## src/rtl/prince_ctr_keystream.sv

```systemverilog
// CTR-mode keystream front-end for a combinational PRINCE core with a 2-entry output buffer.
// Optional build macro PRINCE_CTR_WRAP_ERR_EN rejects requests whose counter range would wrap and flags err_o.
module prince_ctr_keystream #(
    parameter int DataWidth = 64,
    parameter int KeyWidth  = 128,
    parameter int CtrWidth  = 32,
    parameter int LenWidth  = 8,
    parameter int Latency   = 2
) (
    input  logic                          clk_i,
    input  logic                          rst_i,
`ifdef PRINCE_CTR_WRAP_ERR_EN
    output logic                          err_o,
`endif
    input  logic [KeyWidth-1:0]           key_i,
    input  logic                          req_valid_i,
    output logic                          req_ready_o,
    input  logic [DataWidth-CtrWidth-1:0] req_nonce_i,
    input  logic [CtrWidth-1:0]           req_ctr_i,
    input  logic [LenWidth-1:0]           req_len_i,
    output logic [DataWidth-1:0]          prince_data_o,
    output logic [KeyWidth-1:0]           prince_key_o,
    output logic                          prince_dec_o,
    input  logic [DataWidth-1:0]          prince_data_i,
    output logic                          ks_valid_o,
    input  logic                          ks_ready_i,
    output logic [DataWidth-1:0]          ks_data_o,
    output logic                          ks_last_o,
    output logic                          busy_o
);

    localparam int NonceWidth = DataWidth - CtrWidth;
    localparam int WaitWidth  = $clog2(Latency + 1);

    typedef enum logic [1:0] {IDLE, RUN, HOLD} state_e;

    state_e                  state_q, state_d;
    logic [NonceWidth-1:0]   nonce_q;
    logic [CtrWidth-1:0]     ctr_q;
    logic [LenWidth-1:0]     rem_q;
    logic [KeyWidth-1:0]     key_q;
    logic [WaitWidth-1:0]    wait_q;

    logic [DataWidth-1:0]    fifo_data_q [2];
    logic                    fifo_last_q [2];
    logic                    wr_ptr_q, rd_ptr_q;
    logic [1:0]              cnt_q;

    logic accept, start, wrap_bad, sample, slot_free, push, pop;

`ifdef PRINCE_CTR_WRAP_ERR_EN
    logic err_q;

    function automatic logic ctr_wraps(input logic [CtrWidth-1:0] ctr,
                                       input logic [LenWidth-1:0] len);
        logic [CtrWidth+LenWidth:0] last_ctr;
        last_ctr = {{(LenWidth+1){1'b0}}, ctr} + {{(CtrWidth+1){1'b0}}, len}
                   - (CtrWidth+LenWidth+1)'(1);
        return last_ctr[CtrWidth+LenWidth:CtrWidth] != '0;
    endfunction

    assign wrap_bad = ctr_wraps(req_ctr_i, req_len_i);
    assign err_o    = err_q;

    always_ff @(posedge clk_i or posedge rst_i) begin
        if (rst_i) begin
            err_q <= 1'b0;
        end else if (accept && req_len_i != '0 && wrap_bad) begin
            err_q <= 1'b1;
        end
    end
`else
    assign wrap_bad = 1'b0;
`endif

    assign accept    = (state_q == IDLE) && req_valid_i;
    assign start     = accept && (req_len_i != '0) && !wrap_bad;
    assign pop       = (cnt_q != 2'd0) && ks_ready_i;
    // A full buffer still accepts a push when its head leaves on the same edge.
    assign slot_free = (cnt_q != 2'd2) || pop;
    assign sample    = ((state_q == RUN) && (wait_q == WaitWidth'(1))) || (state_q == HOLD);
    assign push      = sample && slot_free;

    always_comb begin
        state_d = state_q;
        case (state_q)
            IDLE: if (start) state_d = RUN;
            RUN, HOLD: begin
                if (push && rem_q == LenWidth'(1)) state_d = IDLE;
                else if (push)                      state_d = RUN;
                else if (sample)                    state_d = HOLD;
            end
            default: state_d = IDLE;
        endcase
    end

    always_ff @(posedge clk_i or posedge rst_i) begin
        if (rst_i) state_q <= IDLE;
        else       state_q <= state_d;
    end

    // Counter block and key held steady for the cipher between updates.
    always_ff @(posedge clk_i or posedge rst_i) begin
        if (rst_i) begin
            nonce_q <= '0;
            ctr_q   <= '0;
            rem_q   <= '0;
            key_q   <= '0;
            wait_q  <= '0;
        end else if (start) begin
            nonce_q <= req_nonce_i;
            ctr_q   <= req_ctr_i;
            rem_q   <= req_len_i;
            key_q   <= key_i;
            wait_q  <= WaitWidth'(Latency);
        end else if (push) begin
            ctr_q   <= ctr_q + CtrWidth'(1);
            rem_q   <= rem_q - LenWidth'(1);
            wait_q  <= WaitWidth'(Latency);
        end else if (state_q == RUN && wait_q != WaitWidth'(1)) begin
            wait_q  <= wait_q - WaitWidth'(1);
        end
    end

    // Keystream buffer.
    always_ff @(posedge clk_i or posedge rst_i) begin
        if (rst_i) begin
            fifo_data_q[0] <= '0;
            fifo_data_q[1] <= '0;
            fifo_last_q[0] <= 1'b0;
            fifo_last_q[1] <= 1'b0;
            wr_ptr_q       <= 1'b0;
            rd_ptr_q       <= 1'b0;
            cnt_q          <= 2'd0;
        end else begin
            if (push) begin
                fifo_data_q[wr_ptr_q] <= prince_data_i;
                fifo_last_q[wr_ptr_q] <= (rem_q == LenWidth'(1));
                wr_ptr_q              <= ~wr_ptr_q;
            end
            if (pop) rd_ptr_q <= ~rd_ptr_q;
            case ({push, pop})
                2'b10:   cnt_q <= cnt_q + 2'd1;
                2'b01:   cnt_q <= cnt_q - 2'd1;
                default: cnt_q <= cnt_q;
            endcase
        end
    end

    assign req_ready_o   = (state_q == IDLE);
    assign busy_o        = (state_q != IDLE);
    assign prince_data_o = {nonce_q, ctr_q};
    assign prince_key_o  = key_q;
    assign prince_dec_o  = 1'b0;
    assign ks_valid_o    = (cnt_q != 2'd0);
    assign ks_data_o     = fifo_data_q[rd_ptr_q];
    assign ks_last_o     = fifo_last_q[rd_ptr_q];

endmodule

```

## config.mk

```make
export PLATFORM = sky130hd
export DESIGN_NAME = prince_ctr_keystream
export DESIGN_NICKNAME = d
export VERILOG_FILES = /design/src/rtl/prince_ctr_keystream.sv
export SDC_FILE = /design/constraint.sdc
export NUM_CORES = 1
export LEC_CHECK = 0
export ABC_AREA = 1
export CAP_MARGIN = 20
export CORE_AREA = 2 2 207 209
export CTS_BUF_LIST = sky130_fd_sc_hd__clkbuf_8 sky130_fd_sc_hd__clkbuf_16
export DETAILED_ROUTE_END_ITERATION = 6
export DIE_AREA = 0 0 209 211
export PLACE_DENSITY = 0.75
export SETUP_SLACK_MARGIN = 0.5
export SLEW_MARGIN = 10
export SYNTH_ARGS = -nofsm -noshare
export SYNTH_HDL_FRONTEND = slang
export SYNTH_SLANG_ARGS = --single-unit
```

## constraint.sdc

```tcl
create_clock -name clk_i -period 10.7 [get_ports clk_i]
set_clock_uncertainty 0.1 [all_clocks]
set_input_delay 1.07 -clock clk_i [delete_from_list [all_inputs] [get_ports clk_i]]
set_output_delay 1.07 -clock clk_i [all_outputs]
set_load 0.05 [all_outputs]
```

### Word-level counts from Yosys, hierarchy flattened

Index checks and enable logic that the tools add are counted.

* add/sub/neg operators: 5
* magnitude comparators: 3
* eq/ne operators: 10
* multiplexer cells: 25
* bitwise operators: 4
* reduce and logical (&&, ||, !) cells: 19

Operators by type and width (count)
* $mux W64: 4
* $bwmux W128: 1
* $demux W64 S1: 1
* $mux W32: 2
* $add A32 B1 Y32 const B: 1
* $mux W8: 2
* $mux W2: 7
* $eq A8 B1 Y1 const B: 1
* $logic_and A1 B1 Y1: 8
* $pmux W2 S2: 2
* $reduce_bool A2 Y1: 4
* $reduce_bool A8 Y1: 1
* $sub A8 B1 Y8 const B: 1
* $eq A2 B1 Y1 const B: 3
* $eq A2 B2 Y1 const B: 2
* $ge A2 B2 Y1 const B: 2
* $mux W1: 4
* $ne A2 B1 Y1 const B: 2
* $ne A4 B4 Y1 const B: 1
* $not A1 Y2: 2
* $sub A2 B1 Y2 const B: 2
* $reduce_bool A3 Y1: 1
* $add A2 B1 Y2 const B: 1
* $bwmux W2: 1
* 8 further kinds: 10

* register bits: 338
* logic and storage cells: 79

### Depth between registers and ports, before layout

* depth in word-level cells: 7
* depth in mapped cells: 11

### Worst setup path after synthesis

Ideal clock, no wire load.

* kind: register to output
* from: reg rd_ptr_q
* to: out ks_data_o[58]
* data arrival time: 1.807 ns
* slack: 7.723 ns
* cell stages (with the launch flop): 4
* path buffers: 2
* cells stage by stage: dfrtp_1 clkbuf_1 clkbuf_1 o21ai_0

* cells in the longest elaborated chain, start to end: 4

RTL lines
* from (decl): RTL line 46 `logic wr_ptr_q, rd_ptr_q;`
* from (signal assigned): RTL line 141 `if (pop) rd_ptr_q <= ~rd_ptr_q;`
* $not A1 Y2 (implied by the code): RTL line 156 `assign ks_data_o = fifo_data_q[rd_ptr_q];`
* $mux W64 (implied by the code) (3 in series): RTL line 156
* to (decl): RTL line 27 `output logic [DataWidth-1:0] ks_data_o,`

Every way passes these cells. The select of a mux whose other input is x is not followed.

### Final worst setup path

* from: in req_len_i[7]
* to: reg key_q[35] (netlist: prince_key_o[35])

* cells in the longest elaborated chain, start to end: 2

RTL lines
* from (decl): RTL line 20 `input logic [LenWidth-1:0] req_len_i,`
* $reduce_bool A8 Y1: RTL line 77 `assign start = accept && (req_len_i != '0) && !wrap_bad;`
* $logic_and A1 B1 Y1: RTL line 77
* to (signal assigned): RTL line 114 `key_q <= key_i;`
* to (decl): RTL line 41 `logic [KeyWidth-1:0] key_q;`

Every way passes these cells.
A chain may end at the register's enable or synchronous reset.

==> run_results.csv <==
group,metric,value,unit
setup_path,worstSetupPathType,"in2reg",
synth,synth_simple_gate_area_frac,0.3067,
timing,worst_slack,6.501,ns
clock_network,clkSlewWorstSetupHoldPaths,0.06,ns
synth,synthesis.nets,2188,
setup_path,worst_ep_required_time,11.08,ns
detailed_routing,avgViaCountPerCell,4.780,
layout,design_area,22030,sq um
setup_path,worstPathArrival,4.58,ns
synth,postSynthAreaPerCell,7.875,sq um
layout,final_common_cell,"nand2_1",
setup_path,rr_endpoint,"prince_key_o[35]",
global_routing,grt_pass1_wl,75160,um
placed_design,io_buffer_count,527,
die,fp.coreArea,41760,sq um
global_routing,grtUsageTotal,0.2170,
synth,synthXorXnorAreaFrac,0.006984,
synth,synth_compound_gate_area_share,0.05088,
timing,min_period_over_period,0.3925,
die,io-pin-count,529,
hold_path,min_from,"fifo_data_q[26]",
synth,ys_warn_count,0,
global_routing,grt_use_met3,0.06795,
setup_path,reg2reg_slack,6.85,ns
global_routing,use_met2,0.3677,
timing,finalHoldViolCount,0,
synth,yosysUniqueCellTypes,27,
hold_path,holdPathStages,2,
timing,grt_setup_unrepaired,"no",
detailed_routing,antenna_left,0,
clock_network,cts_sinks,338,
flow_run,maxCapViolations,0,
global_routing,grt_use_met1,0.2571,
die,dieArea,44100,sq um
layout,final_cell_mix,"1,018 x nand2_1, 527 x clkdlybuf4s50_1, 337 x dfrtp_1, 129 x inv_1, 121 x o21ai_0",
setup_path,r2r-start,"state_q[0]",
synth,syn_area,15050,sq um
power_and_ir_drop,leakage,10.67,nW
timing,max_freq,238.1,MHz
timing,drv_slew,0,
synth,seq_area_frac_synth,0.5620,
synth,synth-adder-area-share,0.007483,
layout,drive_above_1_share,0.03878,
synth,synth_top_family_by_area,"simple AND/OR/NAND/NOR gates",
placed_design,place_ws,5.980,ns
setup_path,slowest_delay,0.81,ns
clock_network,cts_root_buf,"clkbuf_16",
synth,synth_cells,1911,
die,die_y,211,um
global_routing,top_usage_layer,"met2",
detailed_routing,vias,14170,
global_routing,antenna_found_initial,3,
clock_network,post-cts-setup-buffers,0,
global_routing,first_global_vias,13780,
clock_network,htree_levels,2,
clock_network,clock_latency,0.54,ns
global_routing,grt_max_degree,159,
detailed_routing,drt_wl_total,48840,um
setup_path,slowest_stage,"buf_4",
setup_path,worst_setup_path_start_kind,"primary input",
detailed_routing,drtPass1Iterations,6,
die,rows,75,
clock_network,post_cts_resized,0,
power_and_ir_drop,p_per_area,375.0,nW/um^2
layout,utilization,0.5275,
clock_network,cts_tree,"built",
setup_path,end_kind,"flop",
power_and_ir_drop,power,8.259,mW
die,start_util,0.3604,
placed_design,place_area,20620,sq um
clock_network,cts_hold_buf,0,
power_and_ir_drop,ir_drop,0.0002126,V
timing,tns,0,ns
outcome,outcome,"finished clean",
layout,syn2layout_area_growth,46.36,%
setup_path,cp_common_cell,"nand2_1",
clock_network,numCtsBuffers,38,
global_routing,grt.overflow.total,0,
synth,synth-seq-cells,338,
setup_path,path_max_fanout,85,
hold_path,hold_path_class,"reg2reg",
synth,synth_mux_area_frac,0,
die,die_w,209,um
setup_path,path_cells,"clkdlybuf4s50_1 > nor2_1 > nand2_1 > nor2_2 > nor2_4 > buf_4 > buf_4 > nand2_1 > nand2_1",
timing,slew-limit-headroom,0.2738,
placed_design,dpl.hpwl,34680,um
layout,nets,2674,
detailed_routing,avgRoutedWirePerCell,16.47,um
setup_path,reg2reg_depth,8,
placed_design,gp_congestion,0.8931,
clock_network,clockBufferDepth,3,
timing,layout_min_cycle_time,4.199,ns
hold_path,hold_end,"fifo_data_q[26]",
detailed_routing,drc_errors,0,
timing,max_slew.worst_pin.slew,1.089,ns
detailed_routing,drt_iter0_drc,1012,
timing,finalSetupViolations,0,
-- layer usage --
metal	routed length, um	share of wire
met1	18700	0.38
met3	4541	0.093
met2	23840	0.49
met4	1749	0.036
met5	9	0.00018
-- worst max-delay path, delay by kind of cell --
kind / cells / cell delay [ns]
and+or+nand+nor: 6 / 1.32
buffers and inverters: 3 / 2.04
-- registers in the layout (all words and copies together), names as in the netlist --
register	flops
cnt_q	2
ctr_q	32
fifo_data_q	128
fifo_last_q	2
nonce_q	32
prince_key_o	128
rd_ptr_q	1
rem_q	8
state_q	2
wait_q	2
wr_ptr_q	1
-- synth_stat cells, drive strengths merged --
cell / instances / area (sq um)
or2: 1 / 6.260
dfrtp: 338 / 8458
a21oi: 3 / 15.01
xor2: 5 / 43.79
inv: 130 / 488.0
xnor2: 7 / 61.31
nand2: 1020 / 3839
nor2: 65 / 286.5
clkbuf: 16 / 60.06
and2: 3 / 18.77
nor3: 2 / 10.01
ha: 9 / 112.6
o21bai: 10 / 75.07
buf: 75 / 436.7
clkinv: 1 / 3.750
nand3: 90 / 455.4
o21ai: 135 / 675.7
conb: 1 / 3.750
-- area by class of cell --
cell class	instances	area (sq um)
Fill cell	3805	19730
Sequential cell	338	8462
Multi-Input combinational cell	1351	5622
Timing Repair Buffer	537	5388
Clock buffer	47	1086
Tap cell	539	674.4
Inverter	131	495.5
Clock inverter	20	294.0
Antenna cell	2	5.005
-- cells by family after synthesis --
logic type,Yosys count
AO/OA/AOI/OAI,148
buffers and inverters,222
AND/OR/NAND/NOR,1181
other,1
adder cells (fa/ha/maj),9
XOR/XNOR,12
flip-flops,338
-- where the power goes --
group / internal, mW / switching (mW)
combinational: 1.40 / 3.14
clock: 0.892 / 0.543
sequential: 1.88 / 0.403
total: 4.17 / 4.09
-- per-stage QoR --
stage / std cells / hold slack [ns]
final: 2965 / 0.3686
after global routing: 2963 / 0.3860
after floorplan: 1911 / 0.3417
after global placement: 2895 / 0.3529
after CTS: 2962 / 0.3721
after detailed placement: 2895 / 0.3583
-- how the worst max path moves through the flow --
stage	cells past startpoint	from	to	slack (ns)
floorplan	1	rst_i	cnt_q[0]	5.01
global placement	9	req_len_i[7]	prince_key_o[76]	6.03
detailed placement	9	req_len_i[4]	prince_key_o[0]	5.98
CTS	4	rd_ptr_q	ks_data_o[0]	5.87
global route	9	req_len_i[5]	prince_key_o[80]	6.28
finish	9	req_len_i[7]	prince_key_o[35]	6.50
No activity file was read; power rests on OpenSTA's default activity.
